$ cat src/rtl/game_fsm_if.sv
// Game-control bundle: per-cycle control pulses and scores into the state
// controller, state/lives/timer status back out to display, sound and score logic.
interface game_fsm_if #(
    parameter int NUM_PLAYERS = 2,
    parameter int SCORE_W     = 5
);
    logic                           tick_1ms;
    logic                           start;
    logic                           pause;
    logic [NUM_PLAYERS*SCORE_W-1:0] scores;
    logic [NUM_PLAYERS-1:0]         life_lost;
    logic [2:0]                     game_state;
    logic [1:0]                     winner;
    logic [NUM_PLAYERS*3-1:0]       lives;
    logic                           round_clear;
    logic [15:0]                    time_left;

    modport master (
        output tick_1ms, start, pause, scores, life_lost,
        input  game_state, winner, lives, round_clear, time_left
    );

    modport slave (
        input  tick_1ms, start, pause, scores, life_lost,
        output game_state, winner, lives, round_clear, time_left
    );
endinterface

$ cat src/rtl/game_fsm.sv
// Top-level game state controller: idle, countdown, play, pause and result
// sequencing with per-player lives and win/loss decisions.
module game_fsm #(
    parameter int NUM_PLAYERS    = 2,
    parameter int SCORE_W        = 5,
    parameter int WIN_SCORE      = 9,
    parameter int MAX_LIVES      = 3,
    parameter int COUNTDOWN_MS   = 3000,
    parameter int RESULT_HOLD_MS = 5000
) (
    input  logic      clk,
    input  logic      reset,
    game_fsm_if.slave bus
);
    typedef enum logic [2:0] {
        ST_IDLE      = 3'd0,
        ST_COUNTDOWN = 3'd1,
        ST_PLAYING   = 3'd2,
        ST_PAUSED    = 3'd3,
        ST_WON       = 3'd4,
        ST_LOST      = 3'd5
    } state_t;

    localparam int unsigned            WIN_U      = 32'(WIN_SCORE);
    localparam logic [2:0]             LIVES_FULL = 3'(MAX_LIVES);
    localparam logic [15:0]            CD_LOAD    = 16'(COUNTDOWN_MS);
    localparam logic [15:0]            HOLD_LOAD  = 16'(RESULT_HOLD_MS);
    localparam logic [NUM_PLAYERS*3-1:0] LIVES_INIT = {NUM_PLAYERS{LIVES_FULL}};

    state_t                   state_r, state_nx_s;
    logic [NUM_PLAYERS*3-1:0] lives_r, lives_nx_s, lives_dec_s;
    logic [1:0]               winner_r, winner_nx_s;
    logic [15:0]              time_left_r, time_nx_s;
    logic                     round_clear_r, clear_nx_s;
    logic                     win_any_s;
    logic [1:0]               win_idx_s;
    logic                     all_dead_s;

    // Win detection: descending scan so the lowest qualifying index wins.
    always_comb begin
        win_any_s = 1'b0;
        win_idx_s = 2'd0;
        for (int i = NUM_PLAYERS - 1; i >= 0; i--) begin
            if ((32'(bus.scores[i*SCORE_W +: SCORE_W]) >= WIN_U) &&
                (lives_r[i*3 +: 3] != 3'd0)) begin
                win_any_s = 1'b1;
                win_idx_s = 2'(i);
            end else begin
                win_any_s = win_any_s;
            end
        end
    end

    // Saturating life decrements and the all-players-out condition after them.
    always_comb begin
        lives_dec_s = lives_r;
        for (int i = 0; i < NUM_PLAYERS; i++) begin
            if (bus.life_lost[i] && (lives_r[i*3 +: 3] != 3'd0)) begin
                lives_dec_s[i*3 +: 3] = lives_r[i*3 +: 3] - 3'd1;
            end else begin
                lives_dec_s[i*3 +: 3] = lives_r[i*3 +: 3];
            end
        end
        all_dead_s = (lives_dec_s == '0);
    end

    // Next-state and next-output logic.
    always_comb begin
        state_nx_s  = state_r;
        lives_nx_s  = lives_r;
        winner_nx_s = winner_r;
        time_nx_s   = time_left_r;
        clear_nx_s  = 1'b0;
        case (state_r)
            ST_IDLE: begin
                if (bus.start) begin
                    state_nx_s  = ST_COUNTDOWN;
                    lives_nx_s  = LIVES_INIT;
                    winner_nx_s = 2'd0;
                    time_nx_s   = CD_LOAD;
                    clear_nx_s  = 1'b1;
                end else begin
                    time_nx_s = 16'd0;
                end
            end
            ST_COUNTDOWN: begin
                if (bus.tick_1ms) begin
                    if (time_left_r <= 16'd1) begin
                        state_nx_s = ST_PLAYING;
                        time_nx_s  = 16'd0;
                    end else begin
                        time_nx_s = time_left_r - 16'd1;
                    end
                end else begin
                    time_nx_s = time_left_r;
                end
            end
            ST_PLAYING: begin
                time_nx_s = 16'd0;
                if (win_any_s) begin
                    // A win freezes lives: same-cycle life_lost pulses are dropped.
                    state_nx_s  = ST_WON;
                    winner_nx_s = win_idx_s;
                    time_nx_s   = HOLD_LOAD;
                end else begin
                    lives_nx_s = lives_dec_s;
                    if (all_dead_s) begin
                        state_nx_s = ST_LOST;
                        time_nx_s  = HOLD_LOAD;
                    end else if (bus.pause) begin
                        state_nx_s = ST_PAUSED;
                    end else begin
                        state_nx_s = ST_PLAYING;
                    end
                end
            end
            ST_PAUSED: begin
                if (bus.pause) begin
                    state_nx_s = ST_PLAYING;
                end else begin
                    state_nx_s = ST_PAUSED;
                end
            end
            ST_WON, ST_LOST: begin
                if (bus.tick_1ms) begin
                    if (time_left_r <= 16'd1) begin
                        state_nx_s = ST_IDLE;
                        time_nx_s  = 16'd0;
                    end else begin
                        time_nx_s = time_left_r - 16'd1;
                    end
                end else begin
                    time_nx_s = time_left_r;
                end
            end
            default: begin
                state_nx_s = ST_IDLE;
                time_nx_s  = 16'd0;
            end
        endcase
    end

    // Registered state and outputs; reset overrides every other input.
    always_ff @(posedge clk) begin
        if (!reset) begin
            state_r       <= ST_IDLE;
            lives_r       <= LIVES_INIT;
            winner_r      <= 2'd0;
            time_left_r   <= 16'd0;
            round_clear_r <= 1'b0;
        end else begin
            state_r       <= state_nx_s;
            lives_r       <= lives_nx_s;
            winner_r      <= winner_nx_s;
            time_left_r   <= time_nx_s;
            round_clear_r <= clear_nx_s;
        end
    end

    assign bus.game_state  = state_r;
    assign bus.lives       = lives_r;
    assign bus.winner      = winner_r;
    assign bus.time_left   = time_left_r;
    assign bus.round_clear = round_clear_r;
endmodule

$ cat src/flat_wrapper.sv
// flat-port wrapper written by rule: the top's interface ports become plain ports
module game_fsm_flat 
#(
    parameter int NUM_PLAYERS    = 2,
    parameter int SCORE_W        = 5,
    parameter int WIN_SCORE      = 9,
    parameter int MAX_LIVES      = 3,
    parameter int COUNTDOWN_MS   = 3000,
    parameter int RESULT_HOLD_MS = 5000
)
  (clk, reset, bus_tick_1ms, bus_start, bus_pause, bus_scores, bus_life_lost, bus_game_state, bus_winner, bus_lives, bus_round_clear, bus_time_left);
  game_fsm_if #(.NUM_PLAYERS(NUM_PLAYERS), .SCORE_W(SCORE_W)) bus_i ();
  input  logic clk;
  input  logic reset;
  input wire logic [$bits(bus_i.tick_1ms)-1:0] bus_tick_1ms;
  input wire logic [$bits(bus_i.start)-1:0] bus_start;
  input wire logic [$bits(bus_i.pause)-1:0] bus_pause;
  input wire logic [$bits(bus_i.scores)-1:0] bus_scores;
  input wire logic [$bits(bus_i.life_lost)-1:0] bus_life_lost;
  output wire logic [$bits(bus_i.game_state)-1:0] bus_game_state;
  output wire logic [$bits(bus_i.winner)-1:0] bus_winner;
  output wire logic [$bits(bus_i.lives)-1:0] bus_lives;
  output wire logic [$bits(bus_i.round_clear)-1:0] bus_round_clear;
  output wire logic [$bits(bus_i.time_left)-1:0] bus_time_left;
  assign bus_i.tick_1ms = bus_tick_1ms;
  assign bus_i.start = bus_start;
  assign bus_i.pause = bus_pause;
  assign bus_i.scores = bus_scores;
  assign bus_i.life_lost = bus_life_lost;
  assign bus_game_state = bus_i.game_state;
  assign bus_winner = bus_i.winner;
  assign bus_lives = bus_i.lives;
  assign bus_round_clear = bus_i.round_clear;
  assign bus_time_left = bus_i.time_left;
  game_fsm #(.NUM_PLAYERS(NUM_PLAYERS), .SCORE_W(SCORE_W), .WIN_SCORE(WIN_SCORE), .MAX_LIVES(MAX_LIVES), .COUNTDOWN_MS(COUNTDOWN_MS), .RESULT_HOLD_MS(RESULT_HOLD_MS)) u_core (.clk(clk), .reset(reset), .bus(bus_i));
endmodule
$ cat config.mk
export PLATFORM = sky130hd
export DESIGN_NAME = game_fsm_flat
export DESIGN_NICKNAME = d
export VERILOG_FILES = /design/src/rtl/game_fsm_if.sv /design/src/rtl/game_fsm.sv /design/src/flat_wrapper.sv
export SDC_FILE = /design/constraint.sdc
export NUM_CORES = 1
export LEC_CHECK = 0
export ABC_AREA = 1
export BUFFER_PORTS_ARGS = -buffer_cell sky130_fd_sc_hd__buf_2
export CORE_MARGIN = 4
export CORE_UTILIZATION = 40
export CTS_CLUSTER_DIAMETER = 30
export DETAILED_ROUTE_END_ITERATION = 12
export HOLD_SLACK_MARGIN = 0.12
export PLACE_DENSITY = 0.67
export SKIP_CTS_REPAIR_TIMING = 1
export SLEW_MARGIN = 40
export SYNTH_ARGS = -nofsm -noshare
export SYNTH_HDL_FRONTEND = slang
export SYNTH_SLANG_ARGS = --single-unit
$ cat constraint.sdc
create_clock -name clk -period 1.97 [get_ports clk]
set_clock_uncertainty 0.05 [all_clocks]
set_input_delay 0.197 -clock clk [delete_from_list [all_inputs] [get_ports clk]]
set_output_delay 0.197 -clock clk [all_outputs]
set_load 0.02 [all_outputs]
======== Word level (Yosys, flattened, before mapping) ========
Index checks and enable logic that the tools add are counted.
word-level totals
  bits in writable memories ............... 0
  logic and storage cells ................. 70
  register bits ........................... 28
  latch bits .............................. 0
  input bits .............................. 17
  memories ................................ 0
  bits in read-only memories .............. 0
  output and inout bits ................... 28
cells by class
  magnitude comparators ................... 3
  multiplexer cells ....................... 29
  equality and inequality tests ........... 13
  shift-type cells ........................ 0
  bitwise operators ....................... 1
  reductions and logical operators ........ 16
  $add $sub $neg .......................... 3
  divide/modulo/power cells ............... 0
  $mul .................................... 0
operator list
  cell                   number
  $pmux 16 s4            1
  $mux 16                3
  $mux 3                 9
  $le 16x1->1 const B    1
  $sub 16x1->16 const B  1
  $pmux 3 s5             1
  $mux 13                1
  $mux 12                1
  $mux 6                 2
  $pmux 6 s2             1
  $ge 5x4->1 const B     2
  $ne 2x1->1 const B     4
  $ne 2x2->1 const B     4
  $mux 1                 7
  $eq 3x2->1 const B     2
  $eq 3x3->1 const B     2
  $logic_not 6->1        1
  $reduce_and 3->1       2
  $reduce_bool 3->1      2
  $sub 3x1->3 const B    2
  $reduce_and 5->1       1
  $logic_and 1x1->1      4
  $mux 2                 2
  $pmux 2 s2             1
  other kinds (7)        8

======== Longest topological paths before layout ========
  word-level depth ........................ 7
  depth in mapped cells ................... 15
  gate-level depth less buffers ........... 15

======== Least setup slack after synthesis ========
No wires, ideal clock.
  path kind ............................... register -> register
  start point ............................. register u_core.lives_r[3] (netlist: u_core.bus.lives[3])
  end point ............................... register u_core.time_left_r[9] (netlist: u_core.bus.time_left[9])
  arrival ................................. 1.674 ns
  slack ................................... 0.114 ns
  required time ........................... 1.788 ns
  path buffers ............................ 0
  clock period less this slack ............ 1.856 ns
  cell stages (with the launch flop) ...... 16
  cells stage by stage .................... dfxtp_1 inv_1 ha_1 ha_1 inv_1 nand2_1 nand2_1 nand2_1 nand2_1 nor2_1 nand2_1 nand2_1 nand2_2 nand2_1 nand2_1 a21oi_1
between the ends
  word-level cells in the longest chain between the ends .. 7
  elaborated cells between the ends (all ways) .. 11
  those cells by class .................... add/sub (1); mux (6); reduce/logical (4)
ends and longest elaborated chain
  what                                                 RTL line         source
  start, declared                                      game_fsm.sv:31   logic [NUM_PLAYERS*3-1:0] lives_r, lives_nx_s, lives_dec_s;
  start signal, assigned                               game_fsm.sv:153  lives_r <= lives_nx_s;
  branches (longest 5 deep; another with $sub 3x1->3)  --
  $mux 16 (*)                                          game_fsm.sv:100  if (win_any_s) begin
  $pmux 16 s4 (*)                                      game_fsm.sv:74   case (state_r)
  end signal, assigned                                 game_fsm.sv:155  time_left_r <= time_nx_s;
  end, declared                                        game_fsm.sv:33   logic [15:0] time_left_r, time_nx_s;
Mark *: on every way between the ends.
A chain may end at the register's enable or synchronous reset.

======== Worst setup path in the final report ========
  start point ............................. register u_core.lives_r[3] (netlist: u_core.bus.lives[3])
  end point ............................... register u_core.state_r[2] (netlist: u_core.bus.game_state[2])
between the ends
  word-level cells in the longest chain between the ends .. 7
  elaborated cells between the ends (all ways) .. 11
  those cells by class .................... add/sub (1); mux (6); reduce/logical (4)
ends and longest elaborated chain
  what                                                 RTL line         source
  branches (longest 5 deep; another with $sub 3x1->3)  --
  $mux 3 (*)                                           game_fsm.sv:100
  $pmux 3 s5 (*)                                       game_fsm.sv:74
  end signal, assigned                                 game_fsm.sv:152  state_r <= state_nx_s;
  end, declared                                        game_fsm.sv:30   state_t state_r, state_nx_s;
Marks and branches as above.

==> out/results.ini <==
[cts]
clk_path_buf_depth=2
clk_latency_ns=0.28
clkSlewWorstSetupHoldPaths_ns=0.09
h-tree-depth=1
cts_tree=built
cts_buffers=3
clkSinkCount=27
cts_root_buf=clkbuf_8

[floorplanning]
ios=45
rows=24
design.die.area_um2=5700
core_area_um2=4380
die_y_um=75.5
initial_core_util_pct=41.6
die_width_um=75.5

[critical_path]
rrSetupSlack_ns=0.10
required_ns=2.12
cp_max_fo=6
worstSetupStartpointType=register
worstSetupEndpointType=register
crit_type=register to register
crit_arrival_ns=2.02

[yosys]
ys_seq_elements=27
yosys-top-cells-count=nand2_1, nor2_1, inv_1
synth_edf_count=0
mappedNetlistArea_um2=1820
synth.avg_cell_area_um2=6.40
synthDistinctLibCells=33
synth_most_common_cell=nand2_1
synthTopCellsByArea=dfxtp_1, nand2_1, nor2_1, inv_1, a21oi_1
syn_nets=308
synthCells=285
synth_top_area_share_pct=29.6
seq_area_frac_synth_pct=29.6
synth_ff_type=dfxtp_1
ys.warnings.count=0
async_flop_share_pct=0
yosysTopAreaCell=dfxtp_1

[power]
ir_drop_mv=0.599
power.total_mw=3.57
p_leak_nw=1.17
power_density_nw_per_um2=1640

[sta]
fmax_mhz=536
rsz0062_at_grt=yes
fin_crit_sh_pct=94.8
setup_viol=0
final_max_slew_viol_count=0
hold_violations=0
min_period_ns=1.87

[route]
drt_iter0_drc=121
finalWirelength_um=4330
drtAntennaViolNets=0
routed_via_density=4.83
first_pass_iters=4
drcViolationCount=0
wl_per_cell_um=11.3
vias=1851

[flow_run]
maxCapViolCount=0

[grt]
use_met3_pct=3.30
grt_pass1_vias=1726
grt_use_total_pct=16.2
antenna_found_initial=0
grt-busiest-layer=met2
met2_usage_pct=28.1
grt_use_met1_pct=20.2
grt_overflow=0
grt_first_pass_wirelength_um=7300
grt_max_degree=16

[finish]
antenna_cells=0
final_nets=355
final_area_um2=2180
drive_gt1_share_pct=26.6
layout-area-overhead-vs-synth_pct=19.5

[placement]
io_buffer_count=43
placed_cell_area_um2=2080
gp_congestion=0.840
dp_hpwl_um=3360

[run_status]
outcome=finished, final reports clean

[hold_path]
hp-class=input port to register

[sequential cells by signal, summed over array words and instances (netlist names)]
| signal | flops |
|---|---|
| u_core.bus.game_state | 3 |
| u_core.bus.lives | 6 |
| u_core.bus.round_clear | 1 |
| u_core.bus.time_left | 16 |
| u_core.bus.winner | 1 |
[report_power, final]
group / leakage, nW / switching (mW) / internal (mW)
Sequential: 0.221 / 0.202 / 0.724
Clock: 0.0255 / 0.183 / 0.142
Combinational: 0.925 / 1.49 / 0.826
Total: 1.17 / 1.87 / 1.69
[layout by cell type, fill, tap and decap left out]
cell / n
dfxtp_2: 2
nor2_2: 5
a21oi_2: 2
nand4_1: 1
o21ai_1: 3
nand3b_1: 1
xor2_1: 4
o21a_1: 1
nand3_2: 3
nor2_4: 2
ha_1: 6
a21oi_1: 16
buf_2: 43
nand2_4: 6
xnor2_1: 3
nand3_1: 16
o21ai_0: 11
nor3_1: 1
buf_4: 4
inv_2: 5
nor3_2: 3
o211ai_1: 2
clkbuf_8: 3
clkinv_2: 1
nor2_8: 1
conb_1: 1
and3_1: 2
a21boi_0: 1
or2_2: 1
dfxtp_1: 25
inv_1: 32
nand2_2: 7
nand2_1: 79
nor2_1: 38
[cells by family (layout without fill, tap and decap cells)]
logic type | count (synthesis) | in the layout | synth area share (%)
and+or+nand+nor | 166 | 166 | 42.3
buffers and inverters | 42 | 88 | 9.88
AOI/OAI and AO/OA | 36 | 36 | 10.4
DFF | 27 | 27 | 29.7
xor gates and xnor gates | 7 | 7 | 3.36
adders and majority gates | 6 | 6 | 4.12
other | 1 | 1 | 0.206
[path summary, 6_finish.rpt]
| check | startpoint | endpoint | cells past startpoint |
|---|---|---|---|
| max | u_core.bus.lives[3] | u_core.bus.game_state[2] | 13 |
| min | reset | u_core.bus.lives[1] | 2 |
| max reg2reg | u_core.bus.lives[3] | u_core.bus.game_state[2] | 13 |
| min reg2reg | u_core.bus.winner[0] | u_core.bus.winner[0] | 2 |
[layout make-up]
class                      count  area, µm²
timing repair buffer          47        245
fill                         473       2210
tap                           52       65.1
multi-input combinational    216       1140
sequential                    27        543
clock inverter                 1       5.00
clock buffer                   3       41.3
inverter                      37        139
[metal layers]
metal | vias to the layer above | wire length [µm]
li1 | 981 | -
met1 | 825 | 1990
met2 | 41 | 2080
met3 | 4 | 209
met4 | 0 | 55
met5 | - | 0
[critical path, stage by stage, from the launching register on]
cell     delay (ns)
dfxtp_2        0.36
inv_2          0.05
ha_1           0.19
ha_1           0.18
inv_2          0.11
nand3_1        0.09
nand2_1        0.09
nand2_1        0.06
nor2_1         0.09
nand2_1        0.08
nand2_2        0.09
nand2_4        0.07
buf_4          0.14
a21oi_2        0.13
[through the flow]
step / cells / utilization [%] / hold WS [ns] / TNS [ns] / worst slack (ns)
after detailed placement: 377 / 47.4 / 0.406 / 0 / 0.0494
after CTS: 381 / 48.4 / 0.157 / 0 / 0.0140
final: 383 / 49.7 / 0.159 / 0 / 0.103
after global routing: 383 / 49.7 / 0.152 / -0.00399 / -0.00327
after floorplan: 285 / - / 0.246 / 0 / 0.114
after global placement: 377 / 47.4 / 0.400 / 0 / 0.145
Power figures use the tool's default switching activity.
